<file path="src/rtl/rw_bus_arbiter.sv">
// rw_bus_arbiter: two-requester round-robin arbiter that sequences a
// setup-then-access transaction on a single-port storage block.
// Each granted transaction runs IDLE -> SETUP -> ACCESS -> DONE.
module rw_bus_arbiter #(
    parameter int unsigned ADDR_W = 4,
    parameter int unsigned DATA_W = 8
) (
    input  logic              clk,
    input  logic              reset_b,
    input  logic              req0,
    input  logic              write0,
    input  logic [ADDR_W-1:0] addr0,
    input  logic [DATA_W-1:0] wdata0,
    input  logic              req1,
    input  logic              write1,
    input  logic [ADDR_W-1:0] addr1,
    input  logic [DATA_W-1:0] wdata1,
    output logic              done0,
    output logic              done1,
    output logic [DATA_W-1:0] rdata,
    output logic              busy,
    output logic [ADDR_W-1:0] mem_addr,
    output logic [DATA_W-1:0] mem_wdata,
    output logic              mem_wr_en,
    output logic              mem_rd_en,
    input  logic [DATA_W-1:0] mem_rdata
);

    typedef enum logic [1:0] {
        IDLE   = 2'b00,
        SETUP  = 2'b01,
        ACCESS = 2'b10,
        DONE   = 2'b11
    } state_e;

    state_e            state_q, state_d;
    logic              last_gnt_q, last_gnt_d;
    logic              cmd_id_q, cmd_id_d;
    logic              cmd_write_q, cmd_write_d;
    logic              done0_q, done0_d;
    logic              done1_q, done1_d;
    logic [DATA_W-1:0] rdata_q, rdata_d;
    logic              busy_q, busy_d;
    logic [ADDR_W-1:0] mem_addr_q, mem_addr_d;
    logic [DATA_W-1:0] mem_wdata_q, mem_wdata_d;
    logic              mem_wr_en_q, mem_wr_en_d;
    logic              mem_rd_en_q, mem_rd_en_d;
    logic              win;

    // Next-state decode and next values of every registered output.
    // mem_addr/mem_wdata double as the latched command address/data.
    always_comb begin
        state_d     = state_q;
        last_gnt_d  = last_gnt_q;
        cmd_id_d    = cmd_id_q;
        cmd_write_d = cmd_write_q;
        done0_d     = 1'b0;
        done1_d     = 1'b0;
        rdata_d     = rdata_q;
        mem_addr_d  = mem_addr_q;
        mem_wdata_d = mem_wdata_q;
        mem_wr_en_d = 1'b0;
        mem_rd_en_d = 1'b0;
        win         = 1'b0;

        case (state_q)
            IDLE: begin
                if (req0 || req1) begin
                    win         = (req0 && req1) ? ~last_gnt_q : req1;
                    cmd_id_d    = win;
                    cmd_write_d = win ? write1 : write0;
                    mem_addr_d  = win ? addr1  : addr0;
                    mem_wdata_d = win ? wdata1 : wdata0;
                    last_gnt_d  = win;
                    state_d     = SETUP;
                end
            end
            SETUP: begin
                mem_wr_en_d = cmd_write_q;
                mem_rd_en_d = ~cmd_write_q;
                state_d     = ACCESS;
            end
            ACCESS: begin
                if (!cmd_write_q) begin
                    rdata_d = mem_rdata;
                end
                done0_d = ~cmd_id_q;
                done1_d = cmd_id_q;
                state_d = DONE;
            end
            DONE: begin
                state_d = IDLE;
            end
            default: begin
                state_d = IDLE;
            end
        endcase

        busy_d = (state_d != IDLE);
    end

    // State, arbitration pointer, command and output registers.
    always_ff @(posedge clk or negedge reset_b) begin
        if (!reset_b) begin
            state_q     <= IDLE;
            last_gnt_q  <= 1'b1;
            cmd_id_q    <= 1'b0;
            cmd_write_q <= 1'b0;
            done0_q     <= 1'b0;
            done1_q     <= 1'b0;
            rdata_q     <= '0;
            busy_q      <= 1'b0;
            mem_addr_q  <= '0;
            mem_wdata_q <= '0;
            mem_wr_en_q <= 1'b0;
            mem_rd_en_q <= 1'b0;
        end else begin
            state_q     <= state_d;
            last_gnt_q  <= last_gnt_d;
            cmd_id_q    <= cmd_id_d;
            cmd_write_q <= cmd_write_d;
            done0_q     <= done0_d;
            done1_q     <= done1_d;
            rdata_q     <= rdata_d;
            busy_q      <= busy_d;
            mem_addr_q  <= mem_addr_d;
            mem_wdata_q <= mem_wdata_d;
            mem_wr_en_q <= mem_wr_en_d;
            mem_rd_en_q <= mem_rd_en_d;
        end
    end

    assign done0     = done0_q;
    assign done1     = done1_q;
    assign rdata     = rdata_q;
    assign busy      = busy_q;
    assign mem_addr  = mem_addr_q;
    assign mem_wdata = mem_wdata_q;
    assign mem_wr_en = mem_wr_en_q;
    assign mem_rd_en = mem_rd_en_q;

endmodule

</file>
<file path="config.mk">
export PLATFORM = sky130hd
export DESIGN_NAME = rw_bus_arbiter
export DESIGN_NICKNAME = d
export VERILOG_FILES = /design/src/rtl/rw_bus_arbiter.sv
export SDC_FILE = /design/constraint.sdc
export NUM_CORES = 1
export LEC_CHECK = 0
export ABC_AREA = 1
export CAP_MARGIN = 10
export CORE_UTILIZATION = 38
export CTS_CLUSTER_DIAMETER = 120
export DETAILED_ROUTE_END_ITERATION = 6
export GPL_ROUTABILITY_DRIVEN = 0
export PLACE_DENSITY = 0.75
export SETUP_SLACK_MARGIN = 0.4
export SLEW_MARGIN = 20
export SYNTH_ARGS = -nofsm -noshare
export SYNTH_HDL_FRONTEND = slang
export SYNTH_SLANG_ARGS = --single-unit
</file>
<file path="constraint.sdc">
create_clock -name clk -period 1.4 [get_ports clk]
set_input_delay 0.21 -clock clk [delete_from_list [all_inputs] [get_ports clk]]
set_output_delay 0.21 -clock clk [all_outputs]
set_load 0.03 [all_outputs]
</file>
==> summary.txt, run 1 <==
IO buf count -> 62
layout net count -> 316
share of layout cells above drive strength 1 -> 33.8%
commonest non-fill, non-tap cells in the layout -> 46 x nand2_1, 40 x inv_1, 37 x clkdlybuf4s50_1, 29 x dfrtp_1, 29 x buf_6
Final HPWL DP -> 2430 µm
Ys Warns -> 0
clock-pin slew on the worst setup and hold paths -> 60 ps
EDFF count, synth -> 0
Mapped Cells -> 184
routed wire length per instance -> 11.3 µm
Total GRT Usage -> 18.9%
Worst-Margin Slew -> 295 ps
leakage power figure -> 1.40 nW
Num CTS Buffers -> 5
ys flop type -> dfrtp_1
Arr. time, crit path -> 1470 ps
Worst Path Required -> 1570 ps
VDD IR max -> 0.000938 V
Setup crit end kind -> flop
slack of the worst reg-to-reg path -> 100 ps
Setup crit end -> rdata[4]$_DFFE_PN0P_
Unique masters post-synth -> 17
Startpoint Class -> flop
final hold vios -> 0
initial antenna violation count -> 0
setup TNS -> 0 ps
Via Count -> 1393
Die W -> 65.1 µm
Clock Latency Late Sink -> 280 ps
fill cell count -> 294
fin crit share -> 92.8%
Worst Hold Class -> in2async
Die H -> 65.1 µm
DRC violations left -> 0
maxcap violations -> 0
Initial DRT Pass Iterations -> 4
H-tree levels -> 2
cell taking the most area after synthesis -> dfrtp_1
Initial Utilization -> 40.4%
critical path type -> reg2reg
PD cells -> 2250 nW/µm²
Final Hold Slack -> 177 ps
FMAX -> 770 MHz
synthesized area -> 1510 µm²
die area -> 4230 µm²
post-synthesis register bit count -> 30
R2R Path End -> rdata[4]$_DFFE_PN0P_
Routed Antenna Nets -> 0
first-pass GRT wire length -> 5890 µm
FFs w/ async S/R, synth -> 100%
status -> complete, no violations
Final setup viols -> 0
Root Driver -> clkbuf_8
Finished Layout Cells -> 323
CTS tree -> done
# diodes -> 0
GRT overflow -> 0
Seq/Total Area, Yosys -> 49.8%
Routed WL -> 3640 µm
Ports -> 63
Vias/cell -> 4.31
commonest non-fill, non-tap cell in the layout -> nand2_1
min cycle time layout -> 1300 ps
clock sink total -> 30
layout overhead on the synthesized area -> 72.0%
Worst Clk Skew -> 3.60 ps
Core ar. -> 3740 µm²
Rows -> 22
RSZ-0062 raised after global routing -> true
largest cells by area after synthesis -> dfrtp_1 48%, nand2_1 13%, inv_1 11%
Initial DRC Count -> 55
Post-Syn Nets -> 226
# hold bufs at CTS -> 0
placed cells -> 298
largest net degree at the start of global routing -> 16
clock tree buffer depth -> 2
worst reg2reg path depth -> 7
Setup crit start -> state_q[1]$_DFF_PN0_
Synth top area share -> 48.0%
critical path peak fanout -> 8
Max-slew headroom -> 80.3%
Mean Syn Cell Area -> 8.21 µm²
via count of the first global-routing pass -> 1283
Max Slew Vio Count -> 0
Reg2Reg Launch Point -> state_q[1]$_DFF_PN0_
[worst max-delay path, cell delays in order, from the launching register on]
cell and delay (ps):
dfrtp_1 380, buf_6 120, ha_4 120, inv_2 30, or2_4 280, buf_12 150, nand2_2 60, o21ai_2 50
[logic make-up (layout without fill, tap and decap cells)]
group / Yosys count / count (layout) / synth area share, %
compound gates: 9 / 9 / 4.97
flops: 30 / 30 / 49.8
buf+inv: 52 / 143 / 15.9
simple gates: 89 / 89 / 26.1
fa+ha+maj: 4 / 4 / 3.31
[how the worst min path moves through the flow]
stage / from / end / slack [ps] / cells past startpoint
after detailed placement: cmd_id_q$_DFFE_PN0P_ / done0$_DFF_PN0_ / 440 / 1
after floorplan: reset_b / busy$_DFF_PN0_ / -90 / 0
after CTS: reset_b / cmd_id_q$_DFFE_PN0P_ / 170 / 1
after global routing: reset_b / cmd_id_q$_DFFE_PN0P_ / 210 / 1
after global placement: cmd_id_q$_DFFE_PN0P_ / done0$_DFF_PN0_ / 440 / 1
final: reset_b / done1$_DFF_PN0_ / 180 / 1
[flip-flops by register name, summed over array words and instances (netlist names), 2 cells and up]
register and flops:
mem_addr 4, mem_wdata 8, state_q 2, rdata 8
[area by class of cell]
cell class / instances / area [µm²] / share of cell area [%]
timing repair buffer: 91 / 917 / 35.3
sequential: 30 / 752 / 28.9
multi-input combinational: 102 / 591 / 22.7
inverter: 44 / 170 / 6.54
clock buffer: 8 / 110 / 4.23
tap: 48 / 60.1 / 2.31
[power by group]
group | switching (mW) | internal [mW] | leakage, nW
Combinational | 1.75 | 1.67 | 0.973
Clock | 0.305 | 0.495 | 0.0575
Sequential | 0.319 | 1.31 | 0.368
Total | 2.38 | 3.47 | 1.40
[through the flow]
stage	worst slack, ps	utilization, %	instance area (µm²)	total power, mW
floorplan	96.9	-	1530	3.25
global placement	-156	59.6	2230	4.22
detailed placement	-186	59.6	2230	4.26
CTS	123	66.6	2490	5.55
global route	49.3	69.5	2600	6.23
finish	101	69.5	2600	5.85
[per-layer routing]
metal / track usage (%) / vias up / share of wire (%)
met2: 29.8 / 55 / 48
met4: 8.97 / 0 / 1.5
met5: 0 / - / 0
li1: - / 722 / -
met3: 4.58 / 5 / 6.3
met1: 24.4 / 611 / 44
[Yosys cell counts, types with 2 or more instances]
cell,instances
buf_4,3
inv_1,43
nor2_1,2
nand2_2,3
o21ai_2,8
dfrtp_1,29
buf_6,2
nand2_1,53
nand3_1,28
buf_2,2
ha_1,4
nor2_4,2
[what timing repair did]
action                     CTS  global route
setup endpoints to repair   50            52
gates resized for setup    177            22
pin swaps                    5             3
buffers inserted             9             7
gates cloned                 1             0
(Power assumes the default switching activity.)
==> run 2: changes to the inputs <==
--- a/config.mk
+++ b/config.mk
@@ -7,6 +7,7 @@
 export LEC_CHECK = 0
 export ABC_AREA = 1
 export CAP_MARGIN = 10
+export CORE_ASPECT_RATIO = 2
 export CORE_UTILIZATION = 38
 export CTS_CLUSTER_DIAMETER = 120
 export DETAILED_ROUTE_END_ITERATION = 6
==> run 2 against run 1 <==
Sequential share of layout area shrank 1.1 points. Critical endpoint is now rdata[0]$_DFFE_PN0P_. Sequential power barely moved. Register-to-register slack got worse by 40 ps. Final area rose by 4.0%. Worst setup slack got worse by 38 ps. Fmax shrank 2.9%. Clock power shrank 11%. Via count grew 7.0%. First-iteration DRC count down 38%.
==> summary.txt, run 2 (synthesis gave the netlist of run 1 again) <==
Die W -> 46.6 µm (-28%)
min cycle time layout -> 1340 ps (+38.3 ps)
maxcap violations -> 0 (unchanged)
status -> complete, no violations
Routed Antenna Nets -> 0 (unchanged)
Critical Path, Cell by Cell -> inv_2, ha_4, inv_2, or2_4, buf_12, nand2_2, o21ai_2
via count of the first global-routing pass -> 1370 (+6.8%)
slowest cell on the critical path -> dfrtp_1
Num CTS Buffers -> 5 (unchanged)
Metal-1 WL -> 1280 µm (-19%)
Final setup viols -> 0 (unchanged)
Core ar. -> 3840 µm² (+2.7%)
met2 wire length -> 2310 µm (+31%)
Die H -> 91.2 µm (+40%)
Reg2Reg Launch Point -> state_q[0]$_DFF_PN0_
family with the most delay on the worst path -> flip-flops
Root Driver -> clkbuf_8
first-pass GRT wire length -> 5980 µm (+1.4%)
Worst Clk Skew -> 7.94 ps (+4.34 ps)
most used cell, CP -> inv_2
Total GRT Usage -> 19.8% (+0.86 points)
critical path peak fanout -> 8 (unchanged)
clock sink total -> 30 (unchanged)
Finished Core Util -> 70.4% (+0.93 points)
routed wire length per instance -> 11.5 µm (+2.5%)
Max Slew Vio Count -> 0 (unchanged)
RSZ-0062 raised after global routing -> true
share of layout cells above drive strength 1 -> 36.5% (+2.7 points)
Setup crit end kind -> flop
DRC violations left -> 0 (unchanged)
final hold vios -> 0 (unchanged)
Vias/cell -> 4.48 (+3.8%)
Max-slew headroom -> 81.5% (+1.2 points)
Rows -> 32 (+45%)
Worst-Margin Slew -> 277 ps (-17.5 ps)
Initial DRC Count -> 34 (-38%)
Final Hold Slack -> 168 ps (-9.38 ps)
final setup margin -> 63.1 ps (-38.3 ps)
initial antenna violation count -> 0 (unchanged)
pre-CTS WS -> -89.1 ps (+97.2 ps)
Arr. time, crit path -> 1510 ps (+40 ps)
die area -> 4250 µm² (+0.37%)
fin crit share -> 95.5% (+2.7 points)
Worst Hold Class -> in2async
H-tree levels -> 2 (unchanged)
layout overhead on the synthesized area -> 79.0%
Final HPWL DP -> 2670 µm (+9.9%)
worst path bufs/invs -> 3 (unchanged)
GRT overflow -> 0 (unchanged)
Via Count -> 1491 (+7.0%)
Clock Latency Late Sink -> 280 ps (about the same)
clock tree buffer depth -> 2 (unchanged)
WL met3 -> 140 µm (-39%)
Worst Path Required -> 1580 ps (about the same)
CTS tree -> done
commonest non-fill, non-tap cells in the layout -> 46 x nand2_1, 39 x inv_1, 37 x clkdlybuf4s50_1, 29 x dfrtp_1, 29 x buf_4
R2R Path End -> rdata[0]$_DFFE_PN0P_
Routed WL -> 3850 µm (+5.7%)
critical path type -> reg2reg
slack of the worst reg-to-reg path -> 60 ps (-40 ps)
leakage power figure -> 1.44 nW (+3.2%)
Initial DRT Pass Iterations -> 4 (unchanged)
clock-pin slew on the worst setup and hold paths -> 70 ps (about the same)
commonest non-fill, non-tap cell in the layout -> nand2_1
Ports -> 63 (unchanged)
layout net count -> 323 (+2.2%)
Initial Utilization -> 39.3% (-1.1 points)
VDD IR max -> 0.00119 V (+27%)
PD cells -> 2260 nW/µm² (+0.42%)
IO buf count -> 62 (unchanged)
CP peak stage delay -> 390 ps (about the same)
largest net degree at the start of global routing -> 16 (unchanged)
worst reg2reg path depth -> 7 (unchanged)
FMAX -> 748 MHz (-2.9%)
# diodes -> 0 (unchanged)
Startpoint Class -> flop
max layer used -> met4
==> run 2: cell count changes in the layout (fill, tap and decap cells not counted), sizes merged <==
cell and change:
buf +7, clkbuf -2, clkinv +2, clkinvlp +1
inv -1
==> run 2: worst max-delay path by stage <==
stage / cells after the start / end / slack (ps) / from
2_1_floorplan: 8 / rdata[2]$_DFFE_PN0P_ / 100 / state_q[0]$_DFF_PN0_
3_3_place_gp: 6 / mem_wdata[1]$_DFFE_PN0P_ / -50 / req1
6_report: 7 / rdata[0]$_DFFE_PN0P_ / 60 / state_q[0]$_DFF_PN0_
3_5_place_dp: 6 / mem_addr[2]$_DFFE_PN0P_ / -90 / req1
5_1_grt: 7 / mem_addr[2]$_DFFE_PN0P_ / 10 / state_q[0]$_DFF_PN0_
4_1_cts: 7 / rdata[7]$_DFFE_PN0P_ / 120 / state_q[0]$_DFF_PN0_
==> run 2: area by class of cell <==
type	count	area (µm²)
clock inverters	2	12.5
flip-flops and latches	30	752
well taps	51	63.8
inverters	44	170
multi-input cells	102	633
repair buffers	98	991
fillers	297	1140
clock buffers	6	82.6
==> run 2: repair_timing <==
action	4_1_cts	5_1_grt
buffers inserted	14	10
hold buffers	0	0
pin swaps	4	5
cloned	1	0
resized for setup	189	19
setup endpoints to repair	50	52
==> run 2: metal layers <==
metal	vias to the layer above	GRT usage, %
li1	740	-
met1	696	19.3
met2	46	35.3
met3	9	3.58
met4	0	11.0
met5	-	0
==> run 2: stage by stage <==
stage          TNS (ps)  total power, mW  instance area [µm²]  instances
3_5_place_dp       -993             4.33                 2250        300
2_1_floorplan         0             3.25                 1530        184
3_3_place_gp       -490             4.26                 2250        300
4_1_cts               0             5.75                 2580        323
5_1_grt               0             6.50                 2710        333
6_report              0             6.11                 2710        333
==> run 2: report_power, final <==
group / internal (mW) / switching, mW / total (mW)
clock network: 0.394 / 0.322 / 0.716
logic: 1.89 / 1.89 / 3.78
registers: 1.31 / 0.307 / 1.61
total: 3.59 / 2.52 / 6.11
==> run 2: worst register-to-register path, cell delays in order (launching register included) <==
cell     delay [ps]
dfrtp_1         390
inv_2           110
ha_4            140
inv_2            40
or2_4           280
buf_12          160
nand2_2          60
o21ai_2          50
